--- src/rtl/configure.sv ---
// Shared types and constants for the host-interface monitor.
package configure;

    localparam int unsigned DATA_W = 32;
    localparam int unsigned CHR_W  = 8;

    typedef enum logic {
        RUN  = 1'b0,
        DONE = 1'b1
    } host_state_t;

    localparam logic              HOST_MODE_TERM    = 1'b0;
    localparam logic              HOST_MODE_CONS    = 1'b1;
    localparam logic [DATA_W-1:0] HOST_TIMEOUT_CODE = 32'hFFFF_FFFF;

endpackage

--- src/rtl/host_fifo.sv ---
// Show-ahead FIFO for console bytes; a push into a full FIFO is accepted only with a same-cycle pop.
module host_fifo #(
    parameter int unsigned WIDTH = 8,
    parameter int unsigned DEPTH = 8
) (
    input  logic             clk,
    input  logic             rst_n,
    input  logic             push,
    input  logic [WIDTH-1:0] wdata,
    input  logic             pop,
    output logic [WIDTH-1:0] rdata_c,
    output logic             full_c,
    output logic             empty_c
);

    localparam int unsigned PTR_W = $clog2(DEPTH);
    localparam int unsigned CNT_W = PTR_W + 1;

    logic [PTR_W-1:0] wr_ptr_q, wr_ptr_d;
    logic [PTR_W-1:0] rd_ptr_q, rd_ptr_d;
    logic [CNT_W-1:0] count_q, count_d;
    logic [WIDTH-1:0] mem_q [DEPTH];
    logic [WIDTH-1:0] mem_d [DEPTH];
    logic             do_push;
    logic             do_pop;

    assign full_c  = (count_q == CNT_W'(DEPTH));
    assign empty_c = (count_q == '0);
    assign do_pop  = pop & ~empty_c;
    assign do_push = push & (~full_c | do_pop);
    assign rdata_c = empty_c ? '0 : mem_q[rd_ptr_q];

    always_comb begin
        mem_d    = mem_q;
        wr_ptr_d = wr_ptr_q;
        rd_ptr_d = rd_ptr_q;
        count_d  = count_q;
        if (do_push) begin
            mem_d[wr_ptr_q] = wdata;
            wr_ptr_d        = wr_ptr_q + PTR_W'(1);
        end
        if (do_pop) begin
            rd_ptr_d = rd_ptr_q + PTR_W'(1);
        end
        case ({do_push, do_pop})
            2'b10:   count_d = count_q + CNT_W'(1);
            2'b01:   count_d = count_q - CNT_W'(1);
            default: count_d = count_q;
        endcase
    end

    always_ff @(posedge clk or negedge rst_n) begin
        if (!rst_n) begin
            wr_ptr_q <= '0;
            rd_ptr_q <= '0;
            count_q  <= '0;
            for (int i = 0; i < int'(DEPTH); i++) begin
                mem_q[i] <= '0;
            end
        end else begin
            wr_ptr_q <= wr_ptr_d;
            rd_ptr_q <= rd_ptr_d;
            count_q  <= count_d;
            mem_q    <= mem_d;
        end
    end

endmodule

--- src/rtl/host_monitor.sv ---
// Snoops data-memory stores to programmable host addresses: terminate channels latch an exit code,
// console channels queue bytes, and a cycle watchdog forces termination.
module host_monitor
    import configure::*;
#(
    parameter int unsigned CHANNELS   = 2,
    parameter int unsigned FIFO_DEPTH = 8
) (
    input  logic                       clock,
    input  logic                       reset,
    input  logic                       mem_valid,
    input  logic [DATA_W-1:0]          mem_addr,
    input  logic [DATA_W-1:0]          mem_wdata,
    input  logic [3:0]                 mem_wstrb,
    input  logic                       mem_ready,
    input  logic [DATA_W*CHANNELS-1:0] host_base,
    input  logic [CHANNELS-1:0]        host_mode,
    input  logic [DATA_W-1:0]          timeout,
    output logic                       done,
    output logic [DATA_W-1:0]          result,
    output logic                       timed_out,
    output logic [DATA_W-1:0]          cycle_count,
    output logic                       chr_valid,
    output logic [CHR_W-1:0]           chr_data,
    input  logic                       chr_ready,
    output logic                       overflow
);

    host_state_t       state_q, state_d;
    logic              done_q, done_d;
    logic [DATA_W-1:0] result_q, result_d;
    logic              timed_out_q, timed_out_d;
    logic [DATA_W-1:0] cycle_count_q, cycle_count_d;
    logic              overflow_q, overflow_d;

    logic bus_wr;
    logic hit_any;
    logic hit_mode;
    logic term_hit;
    logic cons_push;
    logic wd_expire;
    logic fifo_full;
    logic fifo_empty;
    logic unused_lsb;

    assign bus_wr = mem_valid & mem_ready & (|mem_wstrb);

    // Scan from the top so the lowest matching channel is the one that sticks.
    always_comb begin
        hit_any  = 1'b0;
        hit_mode = HOST_MODE_TERM;
        for (int i = int'(CHANNELS) - 1; i >= 0; i--) begin
            if (bus_wr && (mem_addr[31:2] == host_base[32*i+2 +: 30])) begin
                hit_any  = 1'b1;
                hit_mode = host_mode[i];
            end
        end
    end

    // Byte-offset bits of the addresses do not take part in the match.
    always_comb begin
        unused_lsb = ^mem_addr[1:0];
        for (int i = 0; i < int'(CHANNELS); i++) begin
            unused_lsb = unused_lsb ^ (^host_base[32*i +: 2]);
        end
    end

    assign term_hit  = hit_any & (hit_mode == HOST_MODE_TERM);
    assign cons_push = hit_any & (hit_mode == HOST_MODE_CONS) & mem_wstrb[0];
    assign wd_expire = (timeout != '0) && (cycle_count_q == timeout - 32'd1);

    always_comb begin
        state_d       = state_q;
        done_d        = done_q;
        result_d      = result_q;
        timed_out_d   = timed_out_q;
        cycle_count_d = cycle_count_q;
        overflow_d    = overflow_q | (cons_push & fifo_full & ~chr_ready);
        case (state_q)
            RUN: begin
                if (cycle_count_q != '1) begin
                    cycle_count_d = cycle_count_q + 32'd1;
                end
                if (term_hit) begin
                    result_d = mem_wdata;
                    done_d   = 1'b1;
                    state_d  = DONE;
                end else if (wd_expire) begin
                    result_d    = HOST_TIMEOUT_CODE;
                    timed_out_d = 1'b1;
                    done_d      = 1'b1;
                    state_d     = DONE;
                end
            end
            DONE: begin
                state_d = DONE;
            end
            default: begin
                state_d = RUN;
            end
        endcase
    end

    always_ff @(posedge clock or negedge reset) begin
        if (!reset) begin
            state_q       <= RUN;
            done_q        <= 1'b0;
            result_q      <= '0;
            timed_out_q   <= 1'b0;
            cycle_count_q <= '0;
            overflow_q    <= 1'b0;
        end else begin
            state_q       <= state_d;
            done_q        <= done_d;
            result_q      <= result_d;
            timed_out_q   <= timed_out_d;
            cycle_count_q <= cycle_count_d;
            overflow_q    <= overflow_d;
        end
    end

    host_fifo #(
        .WIDTH(CHR_W),
        .DEPTH(FIFO_DEPTH)
    ) u_fifo (
        .clk    (clock),
        .rst_n  (reset),
        .push   (cons_push),
        .wdata  (mem_wdata[CHR_W-1:0]),
        .pop    (chr_ready),
        .rdata_c(chr_data),
        .full_c (fifo_full),
        .empty_c(fifo_empty)
    );

    assign done        = done_q;
    assign result      = result_q;
    assign timed_out   = timed_out_q;
    assign cycle_count = cycle_count_q;
    assign overflow    = overflow_q;
    assign chr_valid   = ~fifo_empty;

endmodule

--- config.mk ---
export PLATFORM = sky130hd
export DESIGN_NAME = host_monitor
export DESIGN_NICKNAME = d
export VERILOG_FILES = /design/src/rtl/configure.sv /design/src/rtl/host_fifo.sv /design/src/rtl/host_monitor.sv
export SDC_FILE = /design/constraint.sdc
export NUM_CORES = 1
export LEC_CHECK = 0
export ABC_AREA = 1
export CORE_MARGIN = 1.5
export CORE_UTILIZATION = 52
export CTS_BUF_LIST = sky130_fd_sc_hd__clkbuf_2
export CTS_CLUSTER_SIZE = 8
export DETAILED_ROUTE_END_ITERATION = 7
export GPL_ROUTABILITY_DRIVEN = 0
export PLACE_DENSITY = 0.94
export SYNTH_ARGS = -nofsm -noshare
export SYNTH_HDL_FRONTEND = slang
export SYNTH_SLANG_ARGS = --single-unit
--- constraint.sdc ---
create_clock -name clock -period 3 [get_ports clock]
set_input_delay 0.3 -clock clock [delete_from_list [all_inputs] [get_ports clock]]
set_output_delay 0.3 -clock clock [all_outputs]
set_load 0.02 [all_outputs]
# --- Word level (Yosys, flattened, before mapping) ---
# Index checks and enable logic that the tools add are counted.
# W data, S select, Z words.
totals:
  regBits: 142
  input_bits: 171
classes:
  muxes: 19
  magnitude_cmp: 3
  n_reduce_logical: 12
  n_eq_ne: 7
  addsub: 6
  n_bitwise: 19
op_table:
  columns: ["op", "n"]
  rows:
  - ["$bwmux W64", 1]
  - ["$mux W32", 2]
  - ["$eq A30 B30 Y1", 2]
  - ["$add A32 B1 Y32 const B", 1]
  - ["$eq A32 B32 Y1", 1]
  - ["$mux W8", 4]
  - ["$ne A32 B32 Y1 const B", 1]
  - ["$reduce_bool A32 Y1", 1]
  - ["$sub A32 B1 Y32 const B", 1]
  - ["$bmux W8 S3", 1]
  - ["$demux W8 S3", 1]
  - ["$and A1 B1 Y1", 9]
  - ["$ge A4 B4 Y1 const B", 2]
  - ["$mux W1", 8]
  - ["$not A3 Y4", 2]
  - ["$pmux W4 S2", 1]
  - ["$add A3 B1 Y3 const B", 2]
  - ["$not A1 Y1", 6]
  - ["$add A4 B1 Y4 const B", 1]
  - ["$eq A4 B4 Y1 const B", 1]
  - ["$logic_and A1 B1 Y1", 4]
  - ["$logic_not A4 Y1", 1]
  - ["$lt A4 B1 Y1 const B", 1]
  - ["$reduce_and A2 Y1", 2]
  - ["8 further kinds", 10]

# --- Longest topological paths before layout ---
# Gate-level depths: netlist of run 1.
depth:
  ltp_word: 10
  depth_mapped: 22
  mapped_depth_nobuf: 20

# --- Hierarchy ---
# Synthesis of run 1 repeated with hierarchy kept, for this count alone.
hier_totals:
  hier_cells: 1293
  hier_area_um2: 9414.0
by_module_without_submodules:
  columns: ["mod", "cells_each", "seq_area_each_um2", "instances", "area_per_inst_um2"]
  rows:
  - ["host_monitor", 873, 1701.6, 1, 5814.3]
  - ["host_fifo", 420, 1851.8, 1, 3599.7]

# --- Worst setup path after synthesis of run 1 ---
# No wires, ideal clock.
synth_timing:
  path_kind: "input port to flip-flop"
  from: "input mem_wstrb[0]"
  to: "register u_fifo.count_q[3]"
  path_stages: 22
  arrival_time_ps: 2885
  setup_time_ps: 122
  path_buffers: 2
  slack_ps: -7
  cell_sequence: "buf_4 -> nor2_2 -> nand2_2 -> nand3_2 -> nor3b_2 -> nand2_1 -> nor2_2 -> nand2_2 -> nand2_4 -> nand2_4 -> nor3_4 -> buf_6 -> inv_1 -> ha_1 -> ha_1 -> nand2_1 -> nor2_1 -> a211oi_1 -> nor2_1 -> nor2_1 -> nand2_1 -> xor2_1"
synth_via:
  elab_chain_len: 10
synth_lines:
  columns: ["item", "line", "rtl"]
  rows:
  - ["from (decl)", "host_monitor.sv:14", "input logic [3:0] mem_wstrb,"]
  - ["$reduce_or A4 Y1", "host_monitor.sv:46", "assign bus_wr = mem_valid & mem_ready & (|mem_wstrb);"]
  - ["$and A1 B1 Y1", "host_monitor.sv:46", null]
  - ["$logic_and A1 B1 Y1", "host_monitor.sv:53", "if (bus_wr && (mem_addr[31:2] == host_base[32*i+2 +: 30])) begin"]
  - ["$mux W1 (2 in series)", "host_monitor.sv:53", null]
  - ["$and A1 B1 Y1", "host_monitor.sv:69", "assign cons_push = hit_any & (hit_mode == HOST_MODE_CONS) & mem_wstrb[0];"]
  - ["$and A1 B1 Y1 *", "host_monitor.sv:69", null]
  - ["$and A1 B1 Y1 *", "host_fifo.sv:30", "assign do_push = push & (~full_c | do_pop);"]
  - ["$eq A2 B1 Y1 or $eq A2 B2 Y1 (tied branches)", "host_fifo.sv:45", "case ({do_push, do_pop})"]
  - ["$pmux W4 S2 or $reduce_bool A2 Y1 (tied branches)", null, null]
  - ["to (signal assigned)", "host_fifo.sv:63", "count_q <= count_d;"]
  - ["to (decl)", "host_fifo.sv:21", "logic [CNT_W-1:0] count_q, count_d;"]
# Mark *: on every way between the ends. The rest lies on a longest branch, timed or not.
# A chain may end at the register's enable or synchronous reset.

# --- Worst setup path after layout of run 1 ---
layout_timing:
  from: "register u_fifo.rd_ptr_q[0]"
  to: "output chr_data[0]"
layout_via:
  elab_chain_len: 5
layout_lines:
  columns: ["item", "line", "rtl"]
  rows:
  - ["from (decl)", "host_fifo.sv:20", "logic [PTR_W-1:0] rd_ptr_q, rd_ptr_d;"]
  - ["from (signal assigned)", "host_fifo.sv:62", "rd_ptr_q <= rd_ptr_d;"]
  - ["$not A3 Y4 (not written as such)", "host_fifo.sv:31", "assign rdata_c = empty_c ? '0 : mem_q[rd_ptr_q];"]
  - ["$bmux W8 S3", "host_fifo.sv:31", null]
  - ["$mux W8 (not written as such) (2 in series)", "host_fifo.sv:31", null]
  - ["$mux W8", "host_fifo.sv:31", null]
  - ["to (decl)", "host_monitor.sv:24", "output logic [CHR_W-1:0] chr_data,"]
# Every way passes these cells. The select of a mux whose other input is x is not followed.

==> results of run 1 <==
==> power groups by stage <==
stage               clock [mW]  sequential (mW)  combinational [mW]
floorplan                    0             2.04                1.08
global placement             0             2.03                1.93
detailed placement           0             2.04                1.98
CTS                       1.13             2.01                1.92
global route              1.22             2.02                2.13
finish                    1.13             2.01                1.97
==> per-stage QoR <==
stage                     setup WS [ns]  hold WS (ns)
after floorplan                  0.0265       0.00441
after global placement           -0.248         0.408
after detailed placement         -0.367         0.417
after CTS                         0.113         0.148
after global routing            0.00297         0.155
final                             0.137         0.152
==> cells in the mapped netlist (all sizes together), types with 20 or more instances <==
master and n:
buf 20, nor3 30, clkbuf 29, or2 38, nor2 201, inv 170
nand4 99, xor2 68, nand2 383, dfrtp 142, o21ai 59, xnor2 40
nand3 98
==> layout by cell type, fill, tap and decap left out, drive strengths merged, types with 2 or more instances in the layout <==
| cell | n |
|---|---|
| nor3b | 5 |
| xor2 | 68 |
| xnor2 | 40 |
| or2 | 38 |
| nor3 | 30 |
| o22ai | 8 |
| clkdlybuf4s50 | 231 |
| nand2 | 383 |
| dfrtp | 142 |
| o21ai | 59 |
| nor4 | 5 |
| inv | 174 |
| nand3b | 8 |
| nand4 | 99 |
| buf | 69 |
| o21bai | 4 |
| ha | 8 |
| a21oi | 2 |
| dlygate4sd2 | 4 |
| a31oi | 8 |
| clkinv | 11 |
| clkbuf | 21 |
| nand3 | 98 |
| nor2 | 201 |
==> final cells by class <==
cell class | count | area share [%]
flip-flops and latches | 142 | 26.3
well taps | 265 | 2.46
clock inverters | 13 | 0.965
multi-input cells | 1073 | 42.9
clock buffers | 18 | 0.668
repair buffers | 309 | 21.8
diodes | 1 | 0.0186
inverters | 174 | 4.87
==> kinds of logic (layout without fill, tap and decap cells) <==
group | after synthesis | in the layout | synth area share (%)
fa+ha+maj | 9 | 9 | 1.17
xor+xnor | 108 | 108 | 9.35
other cells | 0 | 1 | 0
compound gates | 84 | 84 | 4.58
buf+inv | 223 | 514 | 9.27
flops | 142 | 142 | 34.6
simple gates | 872 | 872 | 41.1
==> how the worst min path moves through the flow <==
stage           from              to  slack (ns)  cells after the start
6_report       reset       result[8]        0.15                      2
5_1_grt        reset      result[14]        0.16                      2
4_1_cts        reset       result[8]        0.15                      2
3_5_place_dp   reset       result[8]        0.42                      1
3_3_place_gp   reset       result[5]        0.41                      1
2_1_floorplan  reset  cycle_count[0]       0.004                      0
==> registers in the layout, summed over array words and instances, names as in the netlist <==
register / count
cycle_count: 32
done: 1
overflow: 1
result: 32
state_q: 1
timed_out: 1
u_fifo.count_q: 4
u_fifo.mem_q: 64
u_fifo.rd_ptr_q: 3
u_fifo.wr_ptr_q: 3
==> worst max-delay path, delay by kind of cell, from the launching register on <==
kind | cells | cell delay [ns]
AOI/OAI and AO/OA | 4 | 0.75
DFF | 1 | 0.46
buffers and inverters | 2 | 0.63
==> routing by layer <==
metal / part of all wire, % / vias to the layer above
li1: - / 5163
met1: 39 / 5068
met2: 48 / 656
met3: 9.1 / 121
met4: 4.2 / 0
met5: 0 / -
==> what timing repair did <==
item	CTS	global route
endpoints found under the setup margin	8	4
buffers inserted	0	0
resized for setup	11	11
endpoints found under the hold margin	81	0
hold buffers	1	0
==> metrics list, run 1 <==
- met2 is the most crowded layer.
* Number of synthesized flops with an enable pin: 0
- After synthesis the netlist holds a flip-flop and latch count of 142.
- The design draws 5.11 mW.
* Worst Tran Pin Value: 0.793 ns
- The worst register-to-register path begins at cycle_count[0].
* Largest cells by area after synthesis: sky130_fd_sc_hd__dfrtp_1, sky130_fd_sc_hd__nand2_1, sky130_fd_sc_hd__nor2_1
- Total Die Area: 20600 sq um
* Cell seen most often among critical-path stages: sky130_fd_sc_hd__o21ai_0
- In this run the count of I/O pins placed on the die edge is 247.
* Global routing usage on met2: 53.9%
* Total number of vias: 11008
* Cell type with the highest aggregate area in the netlist: sky130_fd_sc_hd__dfrtp_1
- Switching Fraction: 39.6%
- Wires add up to 32700 um.
* Synthesized netlist net count: 1618
* Final #Nets: 1897
* Leakage power summed over all cells: 6.56 nW
- Setup tns final: 0 ns
- Post-route clock skew: 0.0459 ns
* Clock-pin transition on the worst setup and hold timing paths: 0.25 ns
- Measured on the finished design, the core utilization comes to 69.5%.
- Clock latency on the worst-skew pair, taken at its later pin, is 0.74 ns.
* Via count of the first global-routing pass: 10813
- Setup violations remaining at the end of the flow were counted as 0.
- Fill cell total of the finished layout: 1475
* Met1 layer usage reported by global route: 39.1%
- After technology mapping, the gate count stands at 1438.
- The die is 144 um wide.
- The count of cells in the finished layout, fillers not included, comes to 1995.
- Setup repair after global routing left no endpoint under its margin.
- Type of the most critical hold path: primary input to asynchronous set/reset pin
- Placeable core region: 19400 sq um
- Worst Setup End Kind: primary output
* Yosys synthesis warning count: 0
* Switching power: 2.02 mW
* Iteration-0 DRC count of the detailed router: 1107
* Run status: finished, final reports clean
- The number of cells on the worst reg-to-reg path is 10.
* Classification of the worst setup path: flop to primary output
- In this run, distinct cell masters in the synthesized netlist total 52.
- Summed over all layers, the global routing overflow is 0.
* Cell area after placement: 13300 sq um
- Critical Path Sink: chr_data[0]
* Max H-tree Level: 4
- DRC violations left: 0
- The initial antenna violation count came to 1.
- Worst path max stage delay: 0.46 ns
- Top_reg_cell synth: sky130_fd_sc_hd__dfrtp_1
- Of all nets on the critical path, the largest fanout is 34.
- Combinational cells account for 38.5% of the total power.
- The HPWL after detailed placement is 25000 um.
* Avg Synthesized Cell Area: 7.15 sq um
- The floorplan has 51 rows.
* Max-slew headroom at the worst pin: 47.1%
- The signal on the critical path passes through buf_8 > o21ai_0 > o22ai_1 > o21ai_0 > a31oi_1 > dlygate4sd2_1.
- Seq. cell area: 3550 sq um
- Global routing used 32.0% of the available tracks.
- In this run the critical register-to-register path is captured at cycle_count[30].
* Root buf cell: sky130_fd_sc_hd__clkbuf_2
- The tree built by TritonCTS fans out to 142 sinks.
- In the finished design, the share of the clock period the worst path needs comes to 95.4%.
* Final design instance area without fill: 13500 sq um
- Startpoint kind of the worst setup timing path: flop
- Num CTS Buffers: 17
* Sequential area share after synthesis: 34.6%
* MaxCap Viol Count: 0
* Area growth from synthesis to layout: 31.3%
- The clock network burns 22.0% of the power.
* Reg power frac: 39.4%
* Effective utilization at floorplan: 53.0%
- Clock period minus final worst setup slack: 2.86 ns
* TritonCTS clock tree: built
- Ratio of cells with drive above 1 in the final layout: 11.3%
* Worst endpoint data arrival time: 2.56 ns
- Final Hold Vio Count: 0
- The worst register-to-register path has a setup slack of 0.35 ns.
- Total count of max-transition violations in the final report: 0
- Using the TritonRoute via totals, the vias-per-cell ratio works out to 5.52.
- Derived from the worst setup path, the maximum achievable clock frequency is 349 MHz.
- In the synthesized netlist the async set-or-reset flop fraction comes to 100%.
- In the final routed layout, each cell accounts on average for 16.4 um.
- Internal power: 3.09 mW
- Including well taps, the total number of placed cells is 1962.
- Area of the multi-input gates: 5790 sq um
- In this run the deepest clock path goes through 2 buffers.
* Cell area after synthesis: 10300 sq um
- In this run the power density over the cells is 379 nW/um^2.
* Pin count of the biggest net entering global routing: 85
* Global-route wire length before repair: 52000 um
- Data required time at the worst endpoint: 2.70 ns
- Launch point of the worst path: u_fifo.rd_ptr_q[0]
* Global-route track usage on met3: 6.20%
* Area fraction of the dominant cell type after synthesis: 34.6%
* Die outline height: 144 um
- In this run the remaining antenna-violating nets after routing total 0.
- The worst-case IR drop observed on VDD is 0.338 mV.
- The count of buffers added on input and output ports is 240.
* First-pass DRT Iterations: 7
- On the critical path, the stage with the largest delay is an instance of sky130_fd_sc_hd__dfrtp_1.
Note: power is estimated with default switching activity, not from simulation.
==> inputs of run 2 (changes only) <==
--- a/config.mk
+++ b/config.mk
@@ -13,6 +13,7 @@
 export DETAILED_ROUTE_END_ITERATION = 7
 export GPL_ROUTABILITY_DRIVEN = 0
 export PLACE_DENSITY = 0.94
+export SKIP_LAST_GASP = 1
 export SYNTH_ARGS = -nofsm -noshare
 export SYNTH_HDL_FRONTEND = slang
 export SYNTH_SLANG_ARGS = --single-unit
==> metrics list, run 2 (synthesis results as in run 1) <==
* Internal reg-to-reg setup slack: 0.30 ns (-0.05 ns)
- The remaining number of nets flagged by the antenna check after routing came to 0 (unchanged).
- The total die area is 20600 sq um (unchanged).
- The number of endpoints with negative hold slack in the final report is 0 (unchanged).
- The max-slew violation count is 0 (unchanged).
* Most common cell after layout, fill and taps aside: sky130_fd_sc_hd__nand2_1
* Clock-pin transition on the worst setup and hold timing paths: 0.25 ns (about the same)
- GR Overflow Total: 0 (unchanged)
- Cell seen most often among critical-path stages: sky130_fd_sc_hd__o21ai_0
- Startpoint kind of the worst setup timing path: flop
- The largest net degree at the start of global routing is 85 (unchanged).
- In the layout the commonest cells are sky130_fd_sc_hd__nand2_1, sky130_fd_sc_hd__clkdlybuf4s50_1, sky130_fd_sc_hd__nor2_1.
* Area growth from synthesis to layout: 31.2% (about the same)
- Largest register FFs: 64 (unchanged)
- The final net count was 1897 (unchanged).
* Data required time at the worst endpoint: 2.70 ns (about the same)
* Total number of vias: 10999 (-0.082%)
- The worst clock skew came to 0.0439 ns (-0.00204 ns).
- The highest fanout seen on the critical path came to 34 (unchanged).
- Number of standard-cell rows in the floorplan: 51 (unchanged)
- The wire length per cell is 16.3 um (-0.24%).
- Peak VDD IR: 0.322 mV (-4.9%)
- Width of the die: 144 um (unchanged)
- Worst Tran Pin Value: 0.798 ns (+0.00439 ns)
* Post-route worst setup slack: 0.118 ns (-0.0194 ns)
- Among all stages on the critical path, the largest delay is contributed by sky130_fd_sc_hd__dfrtp_1.
- Count of port buffers added during placement: 240 (unchanged)
* I/O pins: 247 (unchanged)
* Clock period minus final worst setup slack: 2.88 ns (+0.0194 ns)
- PD cells: 378 nW/um^2 (-0.12%)
- The initial antenna violation count is 1 (unchanged).
- The layout cell share with drive strength beyond 1 is 11.3% (unchanged).
* Effective utilization at floorplan: 53.0% (unchanged)
- Drt total wl: 32600 um (-0.24%)
- Placeable core region: 19400 sq um (unchanged)
* Largest register by flop count: u_fifo.mem_q
- The count of clock tree sinks is 142 (unchanged).
* Ordered cell list for the critical path: buf_6 > o21ai_0 > o22ai_1 > o21ai_0 > a31oi_1 > dlygate4sd2_1
- The tightest slew margin relative to the limit was 46.8% (-0.29 points).
* Via count of the first global-routing pass: 10813 (unchanged)
- The DRC violations left is 9 (+9).
- Maximum count of clock buffers along a single path: 2 (unchanged)
* Upper clock frequency limit: 347 MHz (-0.67%)
* Total half-perimeter wirelength after legalization and detailed placement: 25000 um (unchanged)
* Worst setup timing slack at the placement stage: -0.367 ns (unchanged)
- The iteration count of the initial detailed-routing pass was 8 (+1).
- Run status: finished with violations
- In this run the worst hold path is classified as primary input to asynchronous set/reset pin.
- The sum of buffers and inverters on the critical path came to 2 (unchanged).
- The post-route non-filler standard cell count is 1995 (unchanged).
- The final-report setup violation count is 0 (unchanged).
- Worst r2r path cells: 11 (+1)
- The overall routing resource usage came to 32.0% (unchanged).
- TritonCTS clock tree: built
- Insertion delay of the later-clocked pin in the worst-skew pair: 0.74 ns (about the same)
- The worst register-to-register path begins at cycle_count[3].
* Iteration-0 DRC count of the detailed router: 1099 (-0.72%)
- STA classifies the critical path endpoint as a primary output.
- The max capacitance violation total came to 0 (unchanged).
* Family with the most delay on the worst path: compound AO/OA/AOI/OAI gates
- Ratio of routed vias to standard cells: 5.51 (about the same)
- The cell count after placement came to 1962 (unchanged).
- CTS placed an instance of sky130_fd_sc_hd__clkbuf_2 at the clock tree root.
- Leakage power summed over all cells: 6.56 nW (about the same)
- The final reports fail on DRC.
* Die outline height: 144 um (unchanged)
- The core utilization of the finished layout was 69.5% (about the same).
* Worst path max stage delay: 0.44 ns (-0.02 ns)
- In this run the critical register-to-register path is captured at cycle_count[30].
- Max H-tree Level: 4 (unchanged)
- The final clock period utilization by the worst path is 96.1% (+0.65 points).
* Num CTS Buffers: 17 (unchanged)
- Setup repair after global routing missed its margin: yes
* Worst endpoint data arrival time: 2.58 ns (+0.02 ns)
- The critical path is of the flop to primary output type.
* Fill cell total of the finished layout: 1476 (+0.068%)
- The wire length of the first global-routing pass was 52000 um (unchanged).
==> run 2: changes by cell type in the layout (fill, tap and decap cells not counted) <==
| cell | delta |
|---|---|
| sky130_fd_sc_hd__dlygate4sd2_1 | +1 |
| sky130_fd_sc_hd__buf_8 | -1 |
| sky130_fd_sc_hd__clkdlybuf4s15_1 | -1 |
| sky130_fd_sc_hd__buf_6 | +1 |
==> run 2: layout make-up <==
| type | instances | area, sq um | share of cell area, % |
|---|---|---|---|
| inverter | 174 | 657 | 4.87 |
| sequential | 142 | 3550 | 26.4 |
| clock inverter | 13 | 130 | 0.965 |
| multi-input combinational | 1073 | 5790 | 42.9 |
| tap | 265 | 332 | 2.46 |
| timing repair buffer | 309 | 2930 | 21.7 |
| clock buffer | 18 | 90.1 | 0.668 |
| antenna | 1 | 2.50 | 0.0186 |
==> run 2: report_power, final <==
part	switching, mW	internal [mW]	total (mW)
clock	0.805	0.320	1.13
combinational	1.17	0.791	1.96
sequential	0.0456	1.97	2.01
==> run 2: worst max-delay path by stage <==
| stage | start | end | slack, ns | depth (start not counted) |
|---|---|---|---|---|
| 2_1_floorplan | mem_wstrb[0] | u_fifo.count_q[3] | 0.03 | 22 |
| 3_3_place_gp | mem_addr[18] | u_fifo.count_q[3] | -0.25 | 20 |
| 3_5_place_dp | mem_addr[8] | u_fifo.count_q[3] | -0.37 | 20 |
| 4_1_cts | u_fifo.rd_ptr_q[0] | chr_data[6] | 0.11 | 7 |
| 5_1_grt | u_fifo.rd_ptr_q[0] | chr_data[4] | -0.04 | 6 |
| 6_report | u_fifo.rd_ptr_q[0] | chr_data[0] | 0.12 | 6 |
==> run 2: layer usage <==
metal / track usage, % / part of all wire [%]
met1: 39.1 / 39
met2: 53.9 / 48
met3: 6.20 / 9.2
met4: 16.3 / 4.3
met5: 0 / 0
==> run 2: what timing repair did <==
| action | in CTS | in global routing |
|---|---|---|
| hold buffers | 1 | 0 |
| hold endpoints to repair | 81 | 0 |
| setup buffers | 0 | 0 |
| setup endpoints to repair | 8 | 4 |
| gates resized for setup | 11 | 9 |
==> run 2: metrics by stage <==
step / setup TNS, ns / hold slack (ns) / instance area [sq um] / total power, mW
after floorplan: 0 / 0.00441 / 10300 / 3.12
after global placement: -0.262 / 0.408 / 13300 / 3.97
after detailed placement: -0.627 / 0.417 / 13300 / 4.02
after CTS: 0 / 0.148 / 13500 / 5.07
after global routing: -0.0434 / 0.155 / 13500 / 5.36
final: 0 / 0.144 / 13500 / 5.10
==> run 2: worst reg2reg max path, cell delays in order (launching register included) <==
cell and delay, ns:
sky130_fd_sc_hd__dfrtp_1 0.58, sky130_fd_sc_hd__nand2_1 0.11, sky130_fd_sc_hd__nor2_1 0.09, sky130_fd_sc_hd__nand3_1 0.10
sky130_fd_sc_hd__inv_1 0.10, sky130_fd_sc_hd__nand3_1 0.12, sky130_fd_sc_hd__nor3_1 0.47, sky130_fd_sc_hd__nand2_1 0.31
sky130_fd_sc_hd__nor2_1 0.26, sky130_fd_sc_hd__nand3_1 0.14, sky130_fd_sc_hd__nor2_1 0.16, sky130_fd_sc_hd__xor2_1 0.17
==> inputs of run 3 (changes only) <==
--- a/config.mk
+++ b/config.mk
@@ -5,14 +5,14 @@
 export SDC_FILE = /design/constraint.sdc
 export NUM_CORES = 1
 export LEC_CHECK = 0
-export ABC_AREA = 1
 export CORE_MARGIN = 1.5
-export CORE_UTILIZATION = 52
+export CORE_UTILIZATION = 50
 export CTS_BUF_LIST = sky130_fd_sc_hd__clkbuf_2
 export CTS_CLUSTER_SIZE = 8
 export DETAILED_ROUTE_END_ITERATION = 7
 export GPL_ROUTABILITY_DRIVEN = 0
 export PLACE_DENSITY = 0.94
+export SKIP_CTS_REPAIR_TIMING = 1
 export SKIP_LAST_GASP = 1
 export SYNTH_ARGS = -nofsm -noshare
 export SYNTH_HDL_FRONTEND = slang
==> metrics list, run 3 <==
- Antenna violations before repair: 1 (unchanged)
- The count of standard-cell rows is 48 (-5.9%).
- Setup repair after global routing missed its margin: no
* Peak VDD IR: 0.258 mV (-20%)
- Effective utilization at floorplan: 51.3% (-1.7 points)
- Count of port buffers added during placement: 240 (unchanged)
- Fraction of registers with async set/reset: 100% (unchanged)
- Relative to the synthesized area, the layout overhead comes to 43.0%.
- The ratio of total power to cell area was 343 nW/um^2 (-9.4%).
- The floorplan die height came to 136 um (-5.1%).
- The worst setup path is of the primary input to flop kind.
* Most common cell after layout, fill and taps aside: sky130_fd_sc_hd__clkdlybuf4s50_1
- The total negative slack for setup checks is 0 ns (unchanged).
* M1 wire length: 10100 um (-20%)
- CP max FO: 2 (-94%)
* Largest register FFs: 64 (unchanged)
- In this run the top signal layer used is met4.
- Count of endpoints failing setup in the final report: 0 (unchanged)
- The detailed route wirelength on metal3 was 2230 um (-25%).
* Cell type with the highest aggregate area in the netlist: sky130_fd_sc_hd__dfrtp_1
- The worst hold path belongs to the class primary input to asynchronous set/reset pin.
- Ratio of cells with drive above 1 in the final layout: 22.9% (+12 points)
- Insertion delay of the later-clocked pin in the worst-skew pair: 0.76 ns (+0.02 ns)
- After synthesis, the cell types taking the most area are sky130_fd_sc_hd__dfrtp_1, sky130_fd_sc_hd__mux2_2, sky130_fd_sc_hd__xor2_1.
- The sequential fraction of the synthesis area is 40.1% (+5.5 points).
- Ratio of routed vias to standard cells: 5.81 (+5.4%)
* Yosys synthesis warning count: 0 (unchanged)
- Reg2Reg Capture Point: result[5]
- Total number of vias: 8178 (-26%)
* Avg Synthesized Cell Area: 10.7 sq um (+50%)
- Count leader, synth: sky130_fd_sc_hd__dfrtp_1
- Leakage power summed over all cells: 5.84 nW (-11%)
- In the layout the commonest cells are sky130_fd_sc_hd__clkdlybuf4s50_1, sky130_fd_sc_hd__dfrtp_1, sky130_fd_sc_hd__buf_4.
- The worst clock skew is 0.0565 ns (+0.0126 ns).
- The routed wire length is 27900 um (-14%).
- The post-synth design cell area came to 8870 sq um (-14%).
- MaxCap Viol Count: 0 (unchanged)
* Post-DR wirelength/cell: 19.8 um (+21%)
- The count of fill cells added during filler insertion is 1156 (-22%).
* Data required time at the worst endpoint: 3.63 ns (+0.93 ns)
- TritonCTS built the clock tree.
- The number of endpoints with negative hold slack in the final report was 0 (unchanged).
- Sorting the synthesized cells by how often they occur yields sky130_fd_sc_hd__dfrtp_1, sky130_fd_sc_hd__xor2_1, sky130_fd_sc_hd__mux2_2.
* I/O pins: 247 (unchanged)
* Iteration-0 DRC count of the detailed router: 600 (-45%)
- Final #Nets: 1347 (-29%)
- The count of clock tree sinks came to 142 (unchanged).
* Total Power: 4.35 mW (-15%)
- The total die area was 18600 sq um (-10%).
* Top_reg_cell synth: sky130_fd_sc_hd__dfrtp_1
- The share of the synthesized area in the top cell type was 40.1% (+5.5 points).
- STA classifies the critical path startpoint as a primary input.
- The post-detailed-placement cell area was 12400 sq um (-6.8%).
- Total count of max-transition violations in the final report: 0 (unchanged)
* Post-route ant nets: 0 (unchanged)
- The final critical delay including setup and external delays is 2.78 ns (-0.105 ns).
- Global-route usage over all layers: 29.8% (-2.3 points)
- Distinct cells, synth: 65 (+25%)
- The number of cell instances on the worst register-to-register path came to 8 (-3).
- Worst endpoint data arrival time: 3.41 ns (+0.83 ns)
- The chip width came to 136 um (-5.1%).
- Run status: finished, final reports clean
- Synthesized netlist net count: 1006 (-38%)
- Via count of the first global-routing pass: 8312 (-23%)
* Upper clock frequency limit: 360 MHz (+3.8%)
* Met2 Routed Length: 14200 um (-8.2%)
- Launch point of the worst path: mem_addr[16]
- Share of the clock period used by the worst path: 92.6% (-3.5 points)
* Worst Setup End Kind: flop
- Root buf cell: sky130_fd_sc_hd__clkbuf_2
- The final global-route overflow total was 0 (unchanged).
- The HPWL after detailed placement is 21500 um (-14%).
* Synth Register Bits: 142 (unchanged)
- Max H-tree Level: 4 (unchanged)
- Post-route worst setup slack: 0.222 ns (+0.105 ns)
* DRC violations left: 0 (-9)
- Maximum count of clock buffers along a single path: 2 (unchanged)
- First-pass DRT Iterations: 5 (-3)
- Internal reg-to-reg setup slack: 0.37 ns (+0.07 ns)
- Worst setup timing slack at the placement stage: -0.472 ns (-0.105 ns)
* Pin count of the biggest net entering global routing: 66 (-22%)
- Placeable core region: 17300 sq um (-11%)
- The final cell area excluding filler cells is 12700 sq um (-5.9%).
* Gate count of the mapped netlist: 826 (-43%)
- Worst hold slack across all endpoints: 0.0622 ns (-0.0817 ns)
- The number of buffers added by the clock tree synthesis step is 17 (unchanged).
- Max-slew headroom at the worst pin: 58.9% (+12 points)
* Clock-pin transition on the worst setup and hold timing paths: 0.29 ns (+0.04 ns)
- Number of synthesized flops with an enable pin: 0 (unchanged)
* Reg-to-Reg Start: cycle_count[25]
- Ranked by flip-flop count, first place goes to u_fifo.mem_q.
- Global-route wire length before repair: 42200 um (-19%)
- The transition time at the pin with the least slew margin was 0.616 ns (-0.182 ns).
==> run 3: changes by cell type in the layout (fill, tap and decap cells not counted), sizes merged, moves of 37 or more <==
cell   before  now
buf        69  110
inv       174   21
mux2        0   69
mux2i       0   42
nand2     383   65
nand3      98   57
nand4      99   22
nor2      201   37
o21ai      59    6
or2        38    1
==> run 3: worst max path at each step <==
stage	to	slack [ns]	depth (start not counted)
floorplan	u_fifo.count_q[3]	0.07	14
global placement	u_fifo.count_q[3]	-0.42	15
detailed placement	u_fifo.count_q[3]	-0.47	15
CTS	chr_data[5]	-0.26	4
global route	chr_valid	0.09	4
finish	u_fifo.count_q[3]	0.22	14
==> run 3: metrics by stage <==
step,instances,util [%]
final,1407,73.4
after global routing,1406,73.4
after CTS,1404,73.1
after detailed placement,1372,71.5
after global placement,1372,71.5
after floorplan,826,-
==> run 3: cell families (layout without fill, tap and decap cells) <==
| group | count (synthesis) | in the layout | share of synthesized area [%] |
|---|---|---|---|
| and+or+nand+nor | 328 | 328 | 22.0 |
| DFF | 142 | 142 | 40.1 |
| xor gates and xnor gates | 138 | 138 | 13.6 |
| muxes | 127 | 127 | 17.6 |
| buffers and inverters | 43 | 397 | 2.17 |
| AOI/OAI and AO/OA | 39 | 39 | 3.26 |
| adders and majority gates | 9 | 9 | 1.35 |
| other | 0 | 2 | 0 |
==> run 3: metal layers <==
metal  vias to the layer above  track usage (%)
li1                       3685                -
met1                      3973             32.9
met2                       412             53.0
met3                       108             6.45
met4                         0             16.7
met5                         -                0
==> run 3: area by class of cell <==
class	instances	area [sq um]	area share, %
Multi-Input combinational cell	641	5150	40.6
Clock inverter	15	195	1.54
Timing Repair Buffer	350	3360	26.5
Clock buffer	17	85.1	0.670
Antenna cell	2	5.00	0.0394
Sequential cell	142	3560	28.0
Inverter	15	56.3	0.444
Tap cell	225	282	2.22
==> run 3: critical path, cell delays in order <==
cell and delay (ns):
sky130_fd_sc_hd__clkdlybuf4s50_1 0.44, sky130_fd_sc_hd__xor2_1 0.24, sky130_fd_sc_hd__nor4_1 0.48, sky130_fd_sc_hd__nand3_1 0.13
sky130_fd_sc_hd__nor3_1 0.21, sky130_fd_sc_hd__mux2_2 0.40, sky130_fd_sc_hd__nand3_1 0.11, sky130_fd_sc_hd__ha_1 0.18
sky130_fd_sc_hd__ha_1 0.24, sky130_fd_sc_hd__a21o_1 0.18, sky130_fd_sc_hd__a21oi_1 0.16, sky130_fd_sc_hd__xnor2_1 0.13
sky130_fd_sc_hd__nor2_1 0.06, sky130_fd_sc_hd__xor2_1 0.14
==> run 3: power by group <==
| group | total [mW] | internal [mW] | switching [mW] |
|---|---|---|---|
| Clock | 1.20 | 0.299 | 0.902 |
| Combinational | 1.04 | 0.586 | 0.451 |
| Sequential | 2.11 | 1.97 | 0.142 |
| Total | 4.35 | 2.85 | 1.50 |
